### config.mk
export PLATFORM = sky130hd
export DESIGN_NAME = morse_decoder
export DESIGN_NICKNAME = d
export VERILOG_FILES = /design/src/rtl/morse_decoder_pkg.sv /design/src/rtl/morse_lut.sv /design/src/rtl/morse_decoder.sv
export SDC_FILE = /design/constraint.sdc
export NUM_CORES = 1
export LEC_CHECK = 0
export CORE_MARGIN = 2
export CORE_UTILIZATION = 64
export CTS_CLUSTER_SIZE = 10
export DETAILED_ROUTE_END_ITERATION = 8
export PLACE_DENSITY = 0.83
export SKIP_LAST_GASP = 1
export SYNTH_ARGS = -nofsm -noshare
export SYNTH_HDL_FRONTEND = slang
export SYNTH_SLANG_ARGS = --single-unit
### constraint.sdc
create_clock -name clk -period 6 [get_ports clk]
set_input_delay 1.5 -clock clk [delete_from_list [all_inputs] [get_ports clk]]
set_output_delay 1.5 -clock clk [all_outputs]
set_load 0.03 [all_outputs]
### src/rtl/morse_decoder_pkg.sv
// Shared Morse definitions: FSM state encoding and the A-Z element table.
// Table entries are {len[2:0], code[3:0]}, code left-justified (first element in MSB), 1 = dash.
package morse_decoder_pkg;

  localparam int CODE_W      = 4;
  localparam int NUM_LETTERS = 26;

  typedef enum logic [2:0] {
    ST_IDLE,
    ST_MARK,
    ST_SPACE,
    ST_DECODE,
    ST_STUCK
  } state_t;

  function automatic logic [6:0] morse_entry(input logic [4:0] l);
    case (l)
      5'd1:    return {3'd2, 4'b0100};  // A .-
      5'd2:    return {3'd4, 4'b1000};  // B -...
      5'd3:    return {3'd4, 4'b1010};  // C -.-.
      5'd4:    return {3'd3, 4'b1000};  // D -..
      5'd5:    return {3'd1, 4'b0000};  // E .
      5'd6:    return {3'd4, 4'b0010};  // F ..-.
      5'd7:    return {3'd3, 4'b1100};  // G --.
      5'd8:    return {3'd4, 4'b0000};  // H ....
      5'd9:    return {3'd2, 4'b0000};  // I ..
      5'd10:   return {3'd4, 4'b0111};  // J .---
      5'd11:   return {3'd3, 4'b1010};  // K -.-
      5'd12:   return {3'd4, 4'b0100};  // L .-..
      5'd13:   return {3'd2, 4'b1100};  // M --
      5'd14:   return {3'd2, 4'b1000};  // N -.
      5'd15:   return {3'd3, 4'b1110};  // O ---
      5'd16:   return {3'd4, 4'b0110};  // P .--.
      5'd17:   return {3'd4, 4'b1101};  // Q --.-
      5'd18:   return {3'd3, 4'b0100};  // R .-.
      5'd19:   return {3'd3, 4'b0000};  // S ...
      5'd20:   return {3'd1, 4'b1000};  // T -
      5'd21:   return {3'd3, 4'b0010};  // U ..-
      5'd22:   return {3'd4, 4'b0001};  // V ...-
      5'd23:   return {3'd3, 4'b0110};  // W .--
      5'd24:   return {3'd4, 4'b1001};  // X -..-
      5'd25:   return {3'd4, 4'b1011};  // Y -.--
      5'd26:   return {3'd4, 4'b1100};  // Z --..
      default: return 7'd0;
    endcase
  endfunction

endpackage

### src/rtl/morse_lut.sv
// Combinational pattern lookup: {element count, left-justified code} -> letter 1..26.
module morse_lut
  import morse_decoder_pkg::*;
(
  input  logic [2:0]        len_i,
  input  logic [CODE_W-1:0] code_i,
  output logic              hit_o,
  output logic [4:0]        letter_o
);

  always_comb begin
    hit_o    = 1'b0;
    letter_o = 5'd0;
    for (int i = 1; i <= NUM_LETTERS; i++) begin
      if ({len_i, code_i} == morse_entry(5'(i))) begin
        hit_o    = 1'b1;
        letter_o = 5'(i);
      end
    end
  end

endmodule

### src/rtl/morse_decoder.sv
// Morse line decoder: times mark/space runs on the synchronised line, one letter per character.
// letter_valid/error are registered 1-cycle pulses; letter holds its last value. MAX_ELEM <= 4.
module morse_decoder
  import morse_decoder_pkg::*;
#(
  parameter int DOT_TIME = 50000,
  parameter int MAX_ELEM = 4
) (
  input  logic       clk,
  input  logic       rst,
  input  logic       in,
  output logic [4:0] letter,
  output logic       letter_valid,
  output logic       error
);

  localparam int CW = $clog2(6*DOT_TIME+1);
  localparam logic [CW-1:0] RUN_ONE    = CW'(1);
  localparam logic [CW-1:0] GLITCH_LEN = CW'(DOT_TIME/2);
  localparam logic [CW-1:0] DASH_LEN   = CW'(2*DOT_TIME);
  localparam logic [CW-1:0] GAP_LEN    = CW'(2*DOT_TIME);
  localparam logic [CW-1:0] STUCK_LEN  = CW'(6*DOT_TIME);

  state_t            state_q, state_d;
  logic              sync1_q, in_s_q;
  logic [CW-1:0]     run_q, run_d;
  logic [CODE_W-1:0] code_q, code_d, code_lj;
  logic [2:0]        cnt_q, cnt_d;
  logic              ovf_q, ovf_d;
  logic [4:0]        letter_q, letter_d, lut_letter;
  logic              vld_q, vld_d, err_q, err_d, lut_hit;

  // Elements were shifted in LSB-first; align the first one to the MSB for the table.
  assign code_lj = code_q << (3'(CODE_W) - cnt_q);

  morse_lut u_lut (
    .len_i    (cnt_q),
    .code_i   (code_lj),
    .hit_o    (lut_hit),
    .letter_o (lut_letter)
  );

  always_comb begin
    state_d  = state_q;
    run_d    = run_q;
    code_d   = code_q;
    cnt_d    = cnt_q;
    ovf_d    = ovf_q;
    letter_d = letter_q;
    vld_d    = 1'b0;
    err_d    = 1'b0;
    case (state_q)
      ST_IDLE: begin
        if (in_s_q) begin
          state_d = ST_MARK;
          run_d   = RUN_ONE;
        end
      end
      ST_MARK: begin
        if (in_s_q) begin
          if (run_q >= STUCK_LEN - RUN_ONE) begin
            err_d   = 1'b1;
            state_d = ST_STUCK;
            run_d   = STUCK_LEN;
            code_d  = '0;
            cnt_d   = '0;
            ovf_d   = 1'b0;
          end else begin
            run_d = run_q + RUN_ONE;
          end
        end else if (run_q < GLITCH_LEN) begin
          state_d = (cnt_q == 3'd0) ? ST_IDLE : ST_SPACE;
          run_d   = (cnt_q == 3'd0) ? '0 : RUN_ONE;
        end else begin
          if (cnt_q == 3'(MAX_ELEM)) begin
            ovf_d = 1'b1;
          end else begin
            code_d = {code_q[CODE_W-2:0], (run_q >= DASH_LEN)};
            cnt_d  = cnt_q + 3'd1;
          end
          state_d = ST_SPACE;
          run_d   = RUN_ONE;
        end
      end
      ST_SPACE: begin
        if (in_s_q) begin
          state_d = ST_MARK;
          run_d   = RUN_ONE;
        end else if (run_q >= GAP_LEN - RUN_ONE) begin
          state_d = ST_DECODE;
          run_d   = GAP_LEN;
        end else begin
          run_d = run_q + RUN_ONE;
        end
      end
      ST_DECODE: begin
        if (ovf_q || !lut_hit) begin
          err_d = 1'b1;
        end else begin
          letter_d = lut_letter;
          vld_d    = 1'b1;
        end
        code_d  = '0;
        cnt_d   = '0;
        ovf_d   = 1'b0;
        state_d = in_s_q ? ST_MARK : ST_IDLE;
        run_d   = in_s_q ? RUN_ONE : '0;
      end
      ST_STUCK: begin
        if (!in_s_q) begin
          state_d = ST_IDLE;
          run_d   = '0;
        end
      end
      default: begin
        state_d = ST_IDLE;
        run_d   = '0;
      end
    endcase
  end

  always_ff @(posedge clk or posedge rst) begin
    if (rst) begin
      sync1_q  <= 1'b0;
      in_s_q   <= 1'b0;
      state_q  <= ST_IDLE;
      run_q    <= '0;
      code_q   <= '0;
      cnt_q    <= '0;
      ovf_q    <= 1'b0;
      letter_q <= 5'd0;
      vld_q    <= 1'b0;
      err_q    <= 1'b0;
    end else begin
      sync1_q  <= in;
      in_s_q   <= sync1_q;
      state_q  <= state_d;
      run_q    <= run_d;
      code_q   <= code_d;
      cnt_q    <= cnt_d;
      ovf_q    <= ovf_d;
      letter_q <= letter_d;
      vld_q    <= vld_d;
      err_q    <= err_d;
    end
  end

  assign letter       = letter_q;
  assign letter_valid = vld_q;
  assign error        = err_q;

endmodule

After elaboration in Yosys (flattened, before gate mapping)
Cells that the tools add are included.

storage, ports and cells
  memory bits (read-only) = 0
  word-level logic and storage cells = 160
  memories kept = 0
  register bits = 39
  input bits = 3
  RAM bits = 0
  bits in latches = 0
  output and inout bits = 7

operators by class
  div/mod/pow operators = 0
  multiplexer cells = 93
  eq/ne operators = 38
  bitwise logic cells = 1
  $add $sub $neg = 3
  $lt $le $gt $ge = 4
  multiply operators = 0
  shift operators = 1
  reductions and logical operators = 10

operator list
  cell                                                   count
  2-to-1 mux 19 bit                                      6
  one-hot mux 19 bit (5 select lines)                    1
  equality test 7 x 6 -> 1 bit, second input constant    12
  equality test 7 bit, second input constant             12
  2-to-1 mux 5 bit                                       11
  2-to-1 mux 4 bit                                       12
  2-to-1 mux 3 bit                                       14
  2-to-1 mux 1 bit                                       40
  >= comparator 19 x 17 -> 1 bit, second input constant  2
  adder 19 x 1 -> 19 bit, second input constant          1
  >= comparator 19 bit, second input constant            1
  < comparator 19 x 15 -> 1 bit, second input constant   1
  inequality test 3 bit, second input constant           5
  one-hot mux 3 bit (5 select lines)                     1
  equality test 7 x 5 -> 1 bit, second input constant    2
  AND reduction 4 bit                                    3
  2-to-1 mux 2 bit                                       4
  one-hot mux 4 bit (2 select lines)                     1
  equality test 3 x 2 -> 1 bit, second input constant    2
  equality test 3 bit, second input constant             2
  logical NOT 3 bit                                      2
  one-hot mux 3 bit (2 select lines)                     1
  inequality test 2 bit, second input constant           2
  one-hot mux 1 bit (2 select lines)                     2
  other kinds (9)                                        10

Longest topological paths before layout
  depth after elaboration = 33
  mapped depth = 13
  depth with buffers taken out = 10

By module
From an unflattened synthesis, not the netlist that was laid out.

second synthesis, totals
  cell total of the unflattened synthesis = 346
  area, all modules = 2914.0 um^2

modules (own cells, without submodules)
  module         cells an instance  area an instance (um^2)  times used  seq. area each (um^2)
  morse_decoder  267                2407.3                   1           975.9
  morse_lut      79                 506.7                    1           0.0

Least setup slack after synthesis
Ideal clock, no wire load.

  path kind = register -> register
  from = register cnt_q[0]
  to = register letter_q[3] (netlist: letter[3])
  library setup time = 0.125 ns
  data required time = 5.875 ns
  clock period less this slack = 3.080 ns
  cell stages (with the launch flop) = 13
  arrival = 2.955 ns
  path buffers = 2
  setup slack = 2.920 ns
  path through = dfrtp_1 buf_6 buf_2 inv_1 ha_1 ha_1 and2b_1 o21ai_1 a31oi_1 nor2_1 nor4b_2 a311oi_4 mux2_4

between the ends
  word-level cells in the longest chain between the ends = 33
  elaborated cells on any way between the ends = 77
  those cells by class = 1 x add/sub; 26 x eq/ne; 1 x shift; 45 x mux; 1 x bitwise; 3 x reduce/logical

ends and longest elaborated chain
  what                            line                  source
  from (decl)                     morse_decoder.sv:28   logic [2:0] cnt_q, cnt_d;
  from (signal assigned)          morse_decoder.sv:140  cnt_q <= cnt_d;
  subtractor 3 bit                morse_decoder.sv:34   assign code_lj = code_q << (3'(CODE_W) - cnt_q);
  << shifter 4 x 3 -> 4 bit       morse_decoder.sv:34
  equality test 7 x 6 -> 1 bit    morse_lut.sv:15       if ({len_i, code_i} == morse_entry(5'(i))) begin
  2-to-1 mux 1 bit (26 in a row)  morse_lut.sv:15
  logical NOT 1 bit               morse_decoder.sv:97   if (ovf_q || !lut_hit) begin
  logical OR 1 bit                morse_decoder.sv:97
  NOT 1 bit (no line)             n/a
  AND reduction 2 bit (no line)   n/a
  to (signal assigned)            morse_decoder.sv:142  letter_q <= letter_d;
  to (decl)                       morse_decoder.sv:30   logic [4:0] letter_q, letter_d, lut_letter;

Several ways; a longest one is shown, not always the timed one.
A chain may end at the register's enable or synchronous reset.

Worst setup path after layout
Same ends and word-level chain as after synthesis.

==> summary.txt <==
Avg WL per Cell - 17.6 um
Status - finished clean
HP Start - sync1_q
FFs w/ async S/R, synth - 100%
Total grt overflow - 0
Worst slew pin tran - 1020 ps
Setup Buffers After CTS - 0
CTS root buf - clkbuf_8
Final setup violating endpoints - 0
Sequential cell fraction of total power - 47.9%
Vias in the first global route - 2582
Most frequent cells in the layout - nand2_1, dfrtp_1, o21ai_0
Total power - 565 uW
Crit Path Class - register to register
I/O pins - 10
Top FF cell, synth - dfrtp_1
Max Cap Viol - 0
Worst-path clk slew - 70 ps
CTS tree - yes
Setup_tns - 0 ps
Die Area - 5370 sq um
Core ar. - 4660 sq um
Post-synth EDFFs - 0
Setup crit end kind - register
RSZ-0062 raised after global routing - no
# port buffers - 9
HP Class - register to register
Crit path max fanout - 21
Most common cell after layout, fill and taps aside - nand2_1
P_sw - 123 uW
Pint - 442 uW
Global-route wire length before repair - 12400 um
Max IR drop VDD - 123 uV
Initial antenna violation count - 0
Distinct cell type count of the synthesized netlist - 68
Area grow syn2layout - 6.03%
Post-route ant nets - 0
Flop2flop setup slack - 1930 ps
F_max - 246 MHz
Initial DRC count - 305
Nets - 386
Post-route minimum period - 4070 ps
Tot GR Track Use - 29.2%
Post-Layout Cell Count - 429
R2r startpoint - cnt_q[0]
Clock group share of total power - 46.5%
Drc violations - 0
CTS Hold Bufs - 0
Seq/Total Area, Yosys - 31.8%
Synthesized flop and latch total - 39
Clock Skew - 13.2 ps
Die Height - 73.3 um
Crit start category - register
Leak - 1.28 nW
Vias - 2968
Synthesized Nets - 391
Drt first pass iters - 7
Reg2reg end - letter[3]
Die W - 73.3 um
Clk buf depth - 2
Min-Delay Endpoint - in_s_q
Logic pwr share - 5.6%
Synth Cell Area - 3070 sq um
Fin util - 69.9%
Inst Count DP - 421
Worst Reg-to-Reg Cells - 10
Synth Warn # - 0
Final hold violations - 0
Rows - 25
Starting density of the core - 65.9%
# resized after CTS - 0
Worst endpoint required time - 6180 ps
Largest net degree at the start of global routing - 33
Slew headroom - 31.9%
ANT cells - 0
Cell count after synthesis - 379
Period utilization - 67.8%
Hold path depth - 0
H-tree depth - 2
Worst-Skew Late Latency - 310 ps
Gpl congestion - 0.909
Final WL - 7550 um
CTS buffer count - 5
CTS sink cnt - 39
Sw Share - 21.8%
Average cell area after synthesis - 8.11 sq um
Final slew viol count - 0
DPL Wire Length - 5490 um
Crit path DAT - 4260 ps
Pwr/cell area - 174 nW/um^2
Share of layout cells above drive strength 1 - 7.20%
Vias per Instance - 6.92
-- sequential cells by signal, summed over array words and instances, names as in the netlist --
name / count
run_q: 19
letter: 5
code_q: 4
cnt_q: 3
state_q: 3
error: 1
in_s_q: 1
letter_valid: 1
ovf_q: 1
sync1_q: 1
-- power groups by stage --
stage | Combinational [mW] | Sequential (mW) | Clock (mW)
floorplan | 0.0243 | 0.273 | 0
global placement | 0.0308 | 0.275 | 0
detailed placement | 0.0316 | 0.276 | 0
CTS | 0.0319 | 0.271 | 0.265
global route | 0.0361 | 0.271 | 0.273
finish | 0.0317 | 0.271 | 0.263
-- layer usage --
layer	share of wire, %	up-vias	track usage (%)
met5	0	-	0
met3	8.1	20	6.31
met2	43	163	43.9
li1	-	1388	-
met4	1.7	0	8.89
met1	47	1397	42.2
-- Yosys cell counts, types with 3 or more instances --
cell type,count,area [sq um]
a211o_1,3,26.3
o31ai_1,3,22.5
inv_1,20,75.1
o211ai_1,5,37.5
o22ai_1,4,25.0
buf_4,3,22.5
a211oi_1,7,52.6
mux2_2,3,33.8
nor3_1,14,70.1
and3_1,3,18.8
o32ai_1,3,26.3
buf_2,5,25.0
nor3_2,3,30.0
dfrtp_1,39,976
a21o_1,8,60.1
nand2_1,40,150
nor2b_1,6,37.5
ha_1,9,113
mux2i_1,10,100
or2_2,3,18.8
nor4_1,3,18.8
nand2b_1,3,18.8
nand3_1,18,90.1
xor2_1,3,26.3
nand4_1,4,25.0
nor2_1,27,101
o221ai_1,3,26.3
or3_1,4,25.0
a21oi_1,20,100
o21ai_0,34,170
nand3b_1,4,30.0
a31oi_1,9,56.3
clkbuf_1,11,41.3
-- cell type report --
cell class	count	area, sq um
clock buffers	6	72.6
clock inverters	2	60.1
well taps	54	67.6
inverters	20	75.1
repair buffers	11	105
flip-flops and latches	39	976
fillers	371	1400
multi-input cells	297	1900
-- worst max-delay path, cell delays in order, from the launching register on --
cell and delay [ps]:
dfrtp_1 740, inv_1 180, ha_1 270, ha_1 430, nand2b_1 140, o22ai_1 800, a21oi_1 130, o21ai_0 430
nor3_2 150, a311oi_4 350, mux2_4 330
-- cells by family (layout without fill, tap and decap cells) --
family / Yosys count / after routing / share of synthesized area [%]
simple gates: 147 / 147 / 25.0
mux: 14 / 14 / 4.85
compound gates: 122 / 122 / 26.9
xor+xnor: 4 / 4 / 1.14
fa+ha+maj: 10 / 10 / 3.99
flops: 39 / 39 / 31.8
buf+inv: 43 / 39 / 6.35
-- worst max-delay path by stage --
| stage | from | to | slack (ps) |
|---|---|---|---|
| floorplan | cnt_q[0] | letter[3] | 2920 |
| global placement | cnt_q[0] | letter[3] | 2160 |
| detailed placement | cnt_q[0] | letter[3] | 2060 |
| CTS | cnt_q[0] | letter[3] | 2030 |
| global route | cnt_q[0] | letter[3] | 1670 |
| finish | cnt_q[0] | letter[3] | 1930 |
-- per-stage QoR --
step                      setup slack, ps  cell area (sq um)  hold slack [ps]
after floorplan                      2920               3070              331
after global placement               2160               3130              338
after detailed placement             2060               3130              340
after CTS                            2030               3260              358
after global routing                 1670               3260              364
final                                1930               3260              355
(Power assumes the default switching activity.)
